File: config.mk
export PLATFORM = sky130hd
export DESIGN_NAME = sequenciador_arvore
export DESIGN_NICKNAME = d
export VERILOG_FILES = /design/src/rtl/arvore_pkg.sv /design/src/rtl/contador_espera.sv /design/src/rtl/sequenciador_arvore.sv
export SDC_FILE = /design/constraint.sdc
export NUM_CORES = 1
export LEC_CHECK = 0
export ABC_AREA = 1
export BUFFER_PORTS_ARGS = -buffer_cell sky130_fd_sc_hd__buf_4
export CORE_MARGIN = 2
export CORE_UTILIZATION = 55
export CTS_CLUSTER_DIAMETER = 80
export CTS_CLUSTER_SIZE = 8
export DETAILED_ROUTE_END_ITERATION = 8
export GPL_ROUTABILITY_DRIVEN = 0
export PLACE_DENSITY = 0.74
export SKIP_LAST_GASP = 1
export SLEW_MARGIN = 20
export SYNTH_ARGS = -nofsm -noshare
export SYNTH_HDL_FRONTEND = slang
export SYNTH_SLANG_ARGS = --single-unit
File: constraint.sdc
create_clock -name clk -period 1.83 [get_ports clk]
set_clock_uncertainty 0.1 [all_clocks]
set_input_delay 0 -clock clk [delete_from_list [all_inputs] [get_ports clk]]
set_output_delay 0 -clock clk [all_outputs]
set_load 0.01 [all_outputs]
File: src/rtl/arvore_pkg.sv
// Shared types and default sizing for the Christmas-tree light scheduler.
package arvore_pkg;

  localparam int unsigned PAT_LEN_DEF = 8;
  localparam int unsigned DWELL_W_DEF = 16;
  localparam int unsigned REP_W_DEF   = 4;

  typedef enum logic [1:0] {
    IDLE = 2'd0,
    STEP = 2'd1,
    WAIT = 2'd2,
    DONE = 2'd3
  } seq_state_t;

endpackage

File: src/rtl/contador_espera.sv
// Loadable down-counter that times the dwell between scheduler steps.
module contador_espera #(
  parameter int unsigned DWELL_W = 16
) (
  input  logic               clk,
  input  logic               reset,
  input  logic               load,
  input  logic [DWELL_W-1:0] value,
  output logic               zero
);

  logic [DWELL_W-1:0] cnt;

  // Load has priority; otherwise count down and hold at zero.
  always_ff @(posedge clk) begin
    if (reset) begin
      cnt <= '0;
    end else if (load) begin
      cnt <= value;
    end else if (cnt != '0) begin
      cnt <= cnt - DWELL_W'(1);
    end
  end

  assign zero = (cnt == '0);

endmodule

File: src/rtl/sequenciador_arvore.sv
// Replays a captured mode pattern for the tree light FSM, one step per dwell period.
module sequenciador_arvore
  import arvore_pkg::*;
#(
  parameter int unsigned PAT_LEN = PAT_LEN_DEF,
  parameter int unsigned DWELL_W = DWELL_W_DEF,
  parameter int unsigned REP_W   = REP_W_DEF
) (
  input  logic                       clk,
  input  logic                       reset,
  input  logic                       start,
  input  logic                       stop,
  input  logic [PAT_LEN-1:0]         pattern,
  input  logic [$clog2(PAT_LEN)-1:0] len,
  input  logic [DWELL_W-1:0]         dwell,
  input  logic [REP_W-1:0]           reps,
  output logic                       m,
  output logic                       step,
  output logic [$clog2(PAT_LEN)-1:0] idx,
  output logic                       busy,
  output logic                       done
);

  localparam int unsigned IDX_W = $clog2(PAT_LEN);

  seq_state_t         state, state_n;
  logic [PAT_LEN-1:0] pat_q;
  logic [IDX_W-1:0]   len_q;
  logic [DWELL_W-1:0] dwell_q;
  logic [REP_W-1:0]   reps_q;
  logic [REP_W-1:0]   rep_cnt, rep_n;
  logic [IDX_W-1:0]   idx_q, idx_n;
  logic               capture;
  logic               cnt_zero;

  contador_espera #(.DWELL_W(DWELL_W)) u_espera (
    .clk   (clk),
    .reset (reset),
    .load  (state == STEP),
    .value (dwell_q),
    .zero  (cnt_zero)
  );

  // State, index, repetition and shadow registers.
  always_ff @(posedge clk) begin
    if (reset) begin
      state   <= IDLE;
      idx_q   <= '0;
      rep_cnt <= '0;
      pat_q   <= '0;
      len_q   <= '0;
      dwell_q <= '0;
      reps_q  <= '0;
    end else begin
      state   <= state_n;
      idx_q   <= idx_n;
      rep_cnt <= rep_n;
      if (capture) begin
        pat_q   <= pattern;
        len_q   <= len;
        dwell_q <= dwell;
        reps_q  <= reps;
      end
    end
  end

  // Next-state, index and repetition decisions; stop overrides any active state.
  always_comb begin
    state_n = state;
    idx_n   = idx_q;
    rep_n   = rep_cnt;
    capture = 1'b0;
    case (state)
      IDLE: begin
        if (start && !stop) begin
          capture = 1'b1;
          idx_n   = '0;
          rep_n   = reps;
          state_n = STEP;
        end
      end
      STEP: state_n = WAIT;
      WAIT: begin
        if (cnt_zero) begin
          if (idx_q < len_q) begin
            idx_n   = idx_q + IDX_W'(1);
            state_n = STEP;
          end else begin
            idx_n = '0;
            if (reps_q == '0) begin
              state_n = STEP;
            end else if (rep_cnt == REP_W'(1)) begin
              state_n = DONE;
            end else begin
              rep_n   = rep_cnt - REP_W'(1);
              state_n = STEP;
            end
          end
        end
      end
      DONE:    state_n = IDLE;
      default: state_n = IDLE;
    endcase
    if (stop && (state != IDLE)) begin
      state_n = IDLE;
      idx_n   = '0;
    end
  end

  assign step = (state == STEP);
  assign busy = (state == STEP) || (state == WAIT);
  assign done = (state == DONE);
  assign idx  = idx_q;
  assign m    = busy ? pat_q[idx_q] : 1'b0;

endmodule

==> metrics <==
Cell Int Power 2447 uW; synthesized net count around 440; CP delay by family, top flip-flops; clock root cell clkbuf_8; Period Utilization, post-route 92.17%; Core Region between 5000 and 6000 sq um; Residual DRC 0; RR Endpoint pat_q[6]$_SDFFE_PP0P_; dominant cells by area after synthesis dfxtp_1 40%, a21oi_1 10%, nand2_1 8.9%, o21ai_0 7.3%, inv_1 7.2%; first-pass GRT wire length 10.87 mm; RSZ-0062 raised after global routing false; sequential share of the synthesized area between 30 and 40%; die area between 5000 and 6000 sq um; Hold Path End state[0]$_SDFFE_PP0P_; Critical Path Sink Type flop; critical path's slowest cell dfxtp_1; clock net sink count between 50 and 60; maximum vdd ir drop 0.4839 mV; Synth Register Bits 56; gr usage total roughly a quarter; worst skew pair latency 0.30 ns; HP Class input port to flop; ratio of cells with drive above 1 in the final layout 17.17%; antenna diode instance count 0; CTS Buf Count 5; Worst Max-Slew Pin Slew 0.3671 ns; CP arrival 1.78 ns; initial antenna violation count 0; CP Launch Type flop; worst endpoint required time roughly 1.9 ns; Final HPWL DP approximately 4.3 mm; I/O Buffers around 40; total gr overflow 0; P_sw 1535 uW; WL per Instance around 12 um; Layout area overhead 28.36%; Hold Vio Cnt, Final 0; largest net degree at the start of global routing 27; switch share approximately two fifths; height of the die roughly 76 um; Final Core Density 71.89%; drt pass-1 iters 4; Post-synth top cells 67 x nand2_1, 58 x a21oi_1, 56 x dfxtp_1; Cells after DPL a little under 500; CP Class flop to flop; Yosys Warn Count 0; Synth Cell Area ~2800 sq um; WP buf/inv 2; Die X-Extent ~76 um; worst reg-to-reg setup slack around 0.14 ns; io pins between 40 and 50; CP Cell Sequence inv_1 > ha_1 > nand3_2 > buf_4 > o21ai_0 > a21oi_1; Starting Density a little under three fifths; DR iter-0 viols between 100 and 150; synth unique cells 33; max_cap viols 0; Final Critical Period ~1.7 ns; CTS clk-pin slew, worst paths about 0.09 ns; status completed; Comb pwr share 43.1%; syn_area_per_cell between 7 and 8 sq um; top-count cell post-synth nand2_1; R2R cell count 6; post-synth top area share ~40%; Post-Syn Instances about 390; pwr/cell area between 1000 and 1500 nW/um^2; Yosys top cell by area dfxtp_1; Post-synth EDFFs 0; top_reg_cell synth dfxtp_1; aggregate routed wire length ~6.5 mm; slew margin rel. between 70% and 80%; htree depth 2; row count 26; vias in the first global route approximately 2500; P_leak approximately 0.0016 uW; Flop pwr share roughly 40%; vias around 2700; final setup violation count 0; DR vias/cell 5.052; Clk pwr share between 15 and 20%; Reg2Reg Launch Point state[0]$_SDFFE_PP0P_; CTS tree built; Max clock buf depth 2; Hold Path Stages 6; fmax between 500 and 600 MHz; Slew Viols, Final 0; async set-reset flop share out of synthesis 0%; Hold Path Origin start; Post-DRT Antenna Nets 0; post-route insts no fill ~540; CP Max Fanout 22; nets@finish 510; Hold Worst Slack 0.02806 ns; Max stage delay on crit path 0.36 ns; setup TNS 0 ns
## routing by layer
layer	wire length (um)	share of wire, %	GRT usage, %	vias to the layer above
met5	0	0	0	-
met4	61	0.94	6.628	0
met3	172	2.7	4.101	4
met2	3329	52	43.48	35
met1	2897	45	30.52	1257
li1	-	-	-	1412
## cells by family after synthesis
| family | count (synthesis) | synth area share, % |
|---|---|---|
| AND/OR/NAND/NOR | 140 | 23.39 |
| AO/OA/AOI/OAI | 105 | 19.76 |
| buffers and inverters | 72 | 9.924 |
| flip-flops | 56 | 39.70 |
| adder cells (fa/ha/maj) | 10 | 4.431 |
| XOR/XNOR | 9 | 2.791 |
## worst min-delay path, delay by kind of cell
kind,cells,cell delay (ns)
compound gates,1,0.05
simple gates,4,0.25
buf+inv,1,0.09
## repair_timing
item,4_1_cts,5_1_grt
hold buffers,32,0
endpoints found under the hold margin,50,0
resized for setup,0,1
endpoints found under the setup margin,0,1
buffers inserted,0,0
## through the flow
step / setup slack (ns) / area [sq um] / total power (uW)
floorplan: 0.2382 / 2824 / 2958
global placement: 0.2183 / 3213 / 3228
detailed placement: 0.1774 / 3213 / 3271
CTS: 0.1388 / 3623 / 4008
global route: 0.002077 / 3625 / 4322
finish: 0.1434 / 3625 / 3982
## placed cells by master (no fill, tap or decap), types with 2 or more instances in the layout
master,count
nand2_1,67
a21oi_1,58
dfxtp_1,55
inv_1,54
buf_4,49
o21ai_0,41
dlygate4sd3_1,32
nor2_1,31
nand3_1,14
ha_1,10
xor2_1,6
clkbuf_8,6
nand2_2,5
nor2_2,5
nand4_1,4
xnor2_1,3
nor3_1,3
inv_2,2
nand3_2,2
nor2_4,2
a22oi_2,2
clkbuf_1,2
## flip-flops by register name, indices dropped and copies added, names as in the netlist
signal / count
dwell_q: 16
idx: 3
len_q: 3
pat_q: 8
rep_cnt: 4
reps_q: 4
state: 2
u_espera.cnt: 16
## cell type report
cell class                      instances  area [sq um]
Clock buffer                            8         90.09
Fill cell                             433          1418
Inverter                               57         214.0
Multi-Input combinational cell        264          1423
Sequential cell                        56          1122
Tap cell                               70         87.58
Timing Repair Buffer                   81         688.2
## power by group through the flow
stage | Sequential (uW) | Combinational [uW] | Clock, uW
finish | 1590 | 1720 | 679
global route | 1610 | 1970 | 739
CTS | 1590 | 1730 | 697
detailed placement | 1610 | 1660 | 0
global placement | 1610 | 1620 | 0
floorplan | 1570 | 1380 | 0
## how the worst max path moves through the flow
stage,from,end,slack (ns),depth (start not counted)
2_1_floorplan,idx[2]$_SDFFE_PP0P_,rep_cnt[2]$_SDFFE_PP0P_,0.24,8
3_3_place_gp,idx[1]$_SDFFE_PP0P_,rep_cnt[2]$_SDFFE_PP0P_,0.22,10
3_5_place_dp,state[0]$_SDFFE_PP0P_,dwell_q[8]$_SDFFE_PP0P_,0.18,6
4_1_cts,idx[0]$_SDFFE_PP0P_,m,0.14,7
5_1_grt,state[0]$_SDFFE_PP0P_,idx[1]$_SDFFE_PP0P_,0.002,7
6_report,state[0]$_SDFFE_PP0P_,pat_q[6]$_SDFFE_PP0P_,0.14,6
(Power assumes the default switching activity.)
